**config.mk**
```make
export PLATFORM = sky130hd
export DESIGN_NAME = shift_unit_flat
export DESIGN_NICKNAME = d
export VERILOG_FILES = /design/src/rtl/shift_unit_if.sv /design/src/rtl/shift_unit.sv /design/src/flat_wrapper.sv
export SDC_FILE = /design/constraint.sdc
export NUM_CORES = 1
export LEC_CHECK = 0
export CAP_MARGIN = 30
export CORE_ASPECT_RATIO = 1.1
export CORE_MARGIN = 5
export CORE_UTILIZATION = 56
export DETAILED_ROUTE_END_ITERATION = 12
export HOLD_SLACK_MARGIN = 0.1
export PLACE_DENSITY = 0.81
export SETUP_SLACK_MARGIN = 0.2
export SLEW_MARGIN = 15
export SYNTH_ARGS = -nofsm -noshare
export SYNTH_HDL_FRONTEND = slang
export SYNTH_SLANG_ARGS = --single-unit
```
**constraint.sdc**
```tcl
create_clock -name clk -period 2.6 [get_ports clk]
set_clock_uncertainty 0.1 [all_clocks]
set_input_delay 0.52 -clock clk [delete_from_list [all_inputs] [get_ports clk]]
set_output_delay 0.52 -clock clk [all_outputs]
set_load 0.1 [all_outputs]
```
**src/rtl/shift_unit_if.sv**
```systemverilog
// rtl/shift_unit_if.sv - command/status bundle for the universal shift register
interface shift_unit_if #(
   parameter int WIDTH = 8
);
   localparam int AW = $clog2(WIDTH);

   logic             en;
   logic [2:0]       mode;
   logic [AW-1:0]    amt;
   logic [WIDTH-1:0] d;
   logic             sin;
   logic [WIDTH-1:0] q;
   logic             sout;
   logic             busy;
   logic             done;

   modport master (
      output en, mode, amt, d, sin,
      input  q, sout, busy, done
   );

   modport slave (
      input  en, mode, amt, d, sin,
      output q, sout, busy, done
   );
endinterface

```
**src/rtl/shift_unit.sv**
```systemverilog
// rtl/shift_unit.sv - parametrised universal shift register with serial-shift mode
module shift_unit #(
   parameter int WIDTH = 8
) (
   input logic        clk,
   input logic        rst,
   shift_unit_if.slave bus
);
   localparam int AW = $clog2(WIDTH);

   localparam logic [2:0] MODE_HOLD = 3'd0;
   localparam logic [2:0] MODE_LOAD = 3'd1;
   localparam logic [2:0] MODE_SLL  = 3'd2;
   localparam logic [2:0] MODE_SRL  = 3'd3;
   localparam logic [2:0] MODE_SRA  = 3'd4;
   localparam logic [2:0] MODE_ROL  = 3'd5;
   localparam logic [2:0] MODE_ROR  = 3'd6;
   localparam logic [2:0] MODE_SER  = 3'd7;

   localparam logic [0:0] ST_IDLE  = 1'b0;
   localparam logic [0:0] ST_SHIFT = 1'b1;

   logic [WIDTH-1:0]   q_r;
   logic               sout_r;
   logic               done_r;
   logic [0:0]         state;
   logic [AW-1:0]      count;

   logic [2*WIDTH-1:0] dbl;
   logic [2*WIDTH-1:0] rol_wide;
   logic [2*WIDTH-1:0] ror_wide;
   logic [WIDTH-1:0]   sll_v;
   logic [WIDTH-1:0]   srl_v;
   logic [WIDTH-1:0]   sra_v;
   logic [WIDTH-1:0]   rol_v;
   logic [WIDTH-1:0]   ror_v;
   logic [WIDTH-1:0]   next_q;

   // Rotates read a window out of q concatenated with itself; amt=0 selects q unchanged.
   always_comb begin
      dbl      = {q_r, q_r};
      rol_wide = dbl >> (WIDTH - int'(bus.amt));
      ror_wide = dbl >> bus.amt;
      sll_v    = q_r << bus.amt;
      srl_v    = q_r >> bus.amt;
      sra_v    = $signed(q_r) >>> bus.amt;
      rol_v    = rol_wide[WIDTH-1:0];
      ror_v    = ror_wide[WIDTH-1:0];
   end

   always_comb begin
      next_q = q_r;
      case (bus.mode)
         MODE_HOLD: next_q = q_r;
         MODE_LOAD: next_q = bus.d;
         MODE_SLL:  next_q = sll_v;
         MODE_SRL:  next_q = srl_v;
         MODE_SRA:  next_q = sra_v;
         MODE_ROL:  next_q = rol_v;
         MODE_ROR:  next_q = ror_v;
         default:   next_q = q_r;
      endcase
   end

   always_ff @(posedge clk or posedge rst) begin
      if (rst) begin
         q_r    <= '0;
         sout_r <= 1'b0;
         done_r <= 1'b0;
         state  <= ST_IDLE;
         count  <= '0;
      end else begin
         done_r <= 1'b0;
         case (state)
            ST_IDLE: begin
               if (bus.en) begin
                  if (bus.mode == MODE_SER) begin
                     if (bus.amt != '0) begin
                        count <= bus.amt;
                        state <= ST_SHIFT;
                     end else begin
                        done_r <= 1'b1;
                     end
                  end else begin
                     q_r <= next_q;
                  end
               end
            end
            ST_SHIFT: begin
               // Inputs other than sin are ignored; a busy-time command is dropped.
               q_r    <= {q_r[WIDTH-2:0], bus.sin};
               sout_r <= q_r[WIDTH-1];
               count  <= count - AW'(1);
               if (count == AW'(1)) begin
                  state  <= ST_IDLE;
                  done_r <= 1'b1;
               end
            end
            default: state <= ST_IDLE;
         endcase
      end
   end

   assign bus.q    = q_r;
   assign bus.sout = sout_r;
   assign bus.busy = (state == ST_SHIFT);
   assign bus.done = done_r;
endmodule

```
**src/flat_wrapper.sv**
```systemverilog
// flat-port wrapper written by rule: the top's interface ports become plain ports
module shift_unit_flat 
#(
   parameter int WIDTH = 8
)
  (clk, rst, bus_en, bus_mode, bus_amt, bus_d, bus_sin, bus_q, bus_sout, bus_busy, bus_done);
  shift_unit_if #(.WIDTH(WIDTH)) bus_i ();
  input logic clk;
  input logic rst;
  input wire logic [$bits(bus_i.en)-1:0] bus_en;
  input wire logic [$bits(bus_i.mode)-1:0] bus_mode;
  input wire logic [$bits(bus_i.amt)-1:0] bus_amt;
  input wire logic [$bits(bus_i.d)-1:0] bus_d;
  input wire logic [$bits(bus_i.sin)-1:0] bus_sin;
  output wire logic [$bits(bus_i.q)-1:0] bus_q;
  output wire logic [$bits(bus_i.sout)-1:0] bus_sout;
  output wire logic [$bits(bus_i.busy)-1:0] bus_busy;
  output wire logic [$bits(bus_i.done)-1:0] bus_done;
  assign bus_i.en = bus_en;
  assign bus_i.mode = bus_mode;
  assign bus_i.amt = bus_amt;
  assign bus_i.d = bus_d;
  assign bus_i.sin = bus_sin;
  assign bus_q = bus_i.q;
  assign bus_sout = bus_i.sout;
  assign bus_busy = bus_i.busy;
  assign bus_done = bus_i.done;
  shift_unit #(.WIDTH(WIDTH)) u_core (.clk(clk), .rst(rst), .bus(bus_i));
endmodule
```
# Yosys cells after proc, flatten, opt, wreduce, memory -nomap -nowiden
# Index checks and enable logic that the tools add are counted.
# word_totals
regBits	14
input_bits	18
out_inout_bits	11
wordCells	47
# classes
n_addsub	2
eq_ne	13
n_shift	5
mux	18
bitwise_logic	1
reduce_logical	3
# op_table
op	n
8-bit one-hot mux with 6 select lines	1
16-bit by 32-bit >> shifter with 8-bit output	1
8-bit two-way mux	2
8-bit one-hot mux with 2 select lines	1
16-bit by 3-bit >> shifter with 8-bit output	1
3-bit equality test (second input constant)	4
3-bit two-way mux	3
1-bit two-way mux	8
8-bit by 3-bit left shift with 8-bit output	1
8-bit by 3-bit >> shifter with 8-bit output	1
8-bit by 3-bit >>> shifter with 8-bit output	1
7-bit by 1-bit inequality test with 1-bit output (second input constant)	1
3-bit by 1-bit equality test with 1-bit output (second input constant)	2
3-bit by 2-bit equality test with 1-bit output (second input constant)	2
3-bit one-hot mux with 2 select lines	1
3-bit AND reduction	2
4-bit by 3-bit subtractor with 5-bit output (first input constant)	1
2-bit by 1-bit inequality test with 1-bit output (second input constant)	2
2-bit inequality test (second input constant)	2
1-bit one-hot mux with 2 select lines	2
3-bit nonzero test	1
3-bit by 1-bit subtractor with 3-bit output (second input constant)	1
1-bit inverter	1

# Depth between registers and ports, before layout
# logic_depth
word_depth	6
depth_mapped	10
depth_no_buf	7

# Least setup slack after synthesis
# OpenSTA, ideal clock, no wires.
# synth_path
kind	input -> register
from	input bus_amt[0]
to	register u_core.q_r[2] (netlist: u_core.bus.q[2])
setup_ns	0.124
t_arrival_ns	2.366
path_slack_ns	0.011
path_stages	10
path_buffers	4
path_cell_list	buf_6 -> buf_2 -> buf_4 -> inv_1 -> ha_1 -> a21o_1 -> buf_4 -> a311o_1 -> o211a_1 -> a211o_1
# synth_via
elab_chain_cells	6
# synth_lines
item	line	text
start: declaration	flat_wrapper.sv:12	input wire logic [$bits(bus_i.amt)-1:0] bus_amt;
4-bit by 3-bit subtractor with 5-bit output	shift_unit.sv:42	rol_wide = dbl >> (WIDTH - int'(bus.amt));
16-bit by 32-bit >> shifter with 8-bit output	shift_unit.sv:42	
8-bit one-hot mux with 6 select lines *	shift_unit.sv:53	case (bus.mode)
8-bit two-way mux *	shift_unit.sv:77	if (bus.mode == MODE_SER) begin
8-bit two-way mux *	shift_unit.sv:76	if (bus.en) begin
8-bit one-hot mux with 2 select lines *	shift_unit.sv:74	case (state)
end signal: assignment	shift_unit.sv:85	q_r <= next_q;
end signal: assignment	shift_unit.sv:91	q_r <= {q_r[WIDTH-2:0], bus.sin};
end: declaration	shift_unit.sv:23	logic [WIDTH-1:0] q_r;
# Every way passes the cells marked *; elsewhere a longest branch is shown, timed or not. The select of a mux whose other input is x is not followed.
# A chain may end at the register's enable or synchronous reset.

# Final worst setup path
# layout_path
from	input bus_amt[1]
to	register u_core.q_r[5] (netlist: u_core.bus.q[5])
# Same word-level chain as after synthesis.

==> out/metrics.cfg <==
[status]
status=complete, no violations

[clock_tree]
clk_pin_slew_ps=70
clockBufferDepth=2
clkLatencyLatePin_ps=250
clock-sinks=14
htreeDepth=1
cts_buffers=3
cts_root_buf=clkbuf_8
cts_hold_buf=0
cts_tree=built

[worst_setup_path]
rr_startpoint=u_core.bus.q[6]$_DFFE_PP0P_
regToRegEndpoint=u_core.bus.q[5]$_DFFE_PP0P_
crit_required_ps=2630
worst-setup-path-type=in -> reg
arrival_ps=2400
cp_max_fo=8
reg2reg_depth=6
startpoint_type=input pin
regToRegSetupSlack_ps=440
cp-end-kind=flop

[die]
fp.dieH_um=75.5
pin_count=29
die_x_um=69.5
rows=23
start_util=0.588
dieArea_mm2=0.00525
coreArea_mm2=0.00371

[yosys]
synth.cell_area_mm2=0.00218
ys_seq_area_frac=0.160
synthMuxAreaShare=0.206
avgSynthCellArea_um2=8.24
synth.distinct_cells=69
synth-seq-cells=14
synth_edf_count=0
synth-xor-area-share=0.00401
netlist_instances=265
yosys_warnings=0
synth_compound_area_frac=0.302
syn-num-nets=287
async_reset_ff_frac=1.00
synthAdderAreaFrac=0.0229
synth-main-ff-cell=dfrtp_1
synth_top_family_by_area=compound AO/OA/AOI/OAI gates
synthSimpleGateAreaFrac=0.213

[global_routing]
grt_pass1_wl_um=12700
overflow=0
grt_util_all_layers=0.313
grt_max_degree=17
first_global_vias=2376
antenna_found_initial=0

[sta]
timing.fmax_mhz=422
setup_viol=0
hold_viol=0
slew_viol_final=0
fin_setup_tns_ps=0
max-slew-margin-rel=0.590
tightest_slew_ps=614
period_needed_ps=2370
rsz0062_at_grt=yes
period_share=0.912

[hold_path]
holdPathStages=1
hp-start=u_core.count[0]$_DFFE_PP0P_
min_path_type=reg -> reg
whs_endpoint=u_core.count[0]$_DFFE_PP0P_

[cells_and_area]
antenna_cells=0
layout_common_cells=buf_4 (60), nand2_1 (23), clkdlybuf4s50_1 (15), a21oi_1 (14)
final.fill_count=266
fin_nets=345
areaGrowthSynthToFinish_pct=33.2
final_common_cell=buf_4
fin_util=0.783
regArea_um2=352
drive_gt1_frac=0.323
multi_input_area_mm2=0.00174

[detailed_routing]
drc=0
ant_nets=0
vias=2578
first_pass_iters=8
wl_um=8190
drt_iter0_drc=341
post_drt_via_cell_ratio=6.93
drt-wirelength-per-cell_um=22.0

[placement]
place_hpwl_um=5950
gp_congestion=1.01
io_buffers=28

[pwr]
p_per_area_mw_per_mm2=946
vdd_drop_max_mv=0.517
power.static_leakage_nw=1.26

[flow_run]
cap_violations=0

[through the flow]
stage	worst slack, ps	hold WS (ps)	area (um2)	cells	power (mW)
2_1_floorplan	211	309	2220	265	1.84
3_3_place_gp	-258	362	2740	364	2.39
3_5_place_dp	-240	377	2740	364	2.40
4_1_cts	205	386	2810	368	2.65
5_1_grt	184	400	2910	372	2.87
6_report	229	379	2910	372	2.75
[cell families (layout without fill, tap and decap cells)]
family	count (synthesis)	count (layout)
xor gates and xnor gates	1	1
buffers and inverters	39	95
AOI/OAI and AO/OA	92	92
adders and majority gates	4	4
DFF	14	14
and+or+nand+nor	83	83
muxes	32	33
[worst max path at each step]
stage / startpoint / to / slack, ps / cells past startpoint
3_3_place_gp: bus_amt[0] / u_core.bus.q[5]$_DFFE_PP0P_ / -260 / 8
5_1_grt: bus_mode[2] / u_core.bus.q[6]$_DFFE_PP0P_ / 180 / 8
3_5_place_dp: bus_amt[0] / u_core.bus.q[1]$_DFFE_PP0P_ / -240 / 6
2_1_floorplan: bus_amt[0] / u_core.bus.q[2]$_DFFE_PP0P_ / 210 / 9
6_report: bus_amt[1] / u_core.bus.q[5]$_DFFE_PP0P_ / 230 / 8
4_1_cts: bus_amt[1] / u_core.bus.q[7]$_DFFE_PP0P_ / 200 / 8
[where the power goes]
part	switching, mW	total, mW	internal (mW)
Combinational	1.25	2.00	0.750
Clock	0.0992	0.234	0.135
Sequential	0.201	0.517	0.316
Total	1.55	2.75	1.20
[registers in the layout, indices dropped and copies added (netlist names)]
name and count:
u_core.bus.done 1, u_core.count 3, u_core.bus.sout 1, u_core.bus.q 8
u_core.bus.busy 1
[layout make-up]
cell class,instances,share of cell area
multi-input combinational,213,0.599
timing repair buffer,79,0.225
clock buffer,4,0.0189
sequential,14,0.121
inverter,12,0.0155
tap,50,0.0215
[cell usage after synthesis (7+ instances only)]
library cell | instances | area (um2)
nor2_1 | 12 | 45.0
dfrtp_1 | 14 | 350
a21oi_1 | 14 | 70.1
a211oi_1 | 13 | 97.6
mux2i_1 | 15 | 150
mux2_2 | 7 | 78.8
nand3_1 | 8 | 40.0
inv_1 | 11 | 41.3
nor2b_1 | 11 | 68.8
buf_2 | 8 | 40.0
o21ai_0 | 12 | 60.1
clkbuf_1 | 9 | 33.8
nand2_1 | 23 | 86.3
[layer usage]
metal	routed length, um	part of all wire	vias up	global-route usage
li1	-	-	1138	-
met1	3090	0.38	1176	0.399
met2	3700	0.45	214	0.521
met3	936	0.11	50	0.0567
met4	467	0.057	0	0.154
met5	0	0	-	0
[timing repair]
item,CTS,global route
pin swaps,0,1
gates cloned,0,1
resized for setup,4,14
endpoints found under the setup margin,8,8
buffers inserted,0,3
[worst max-delay path: stages]
cell             delay, ps
clkdlybuf4s50_1        420
buf_4                  190
buf_4                  170
or2_2                  340
o211ai_1               170
a211oi_1               100
a2111oi_2              370
o21ai_1                110
(Power assumes the default switching activity.)
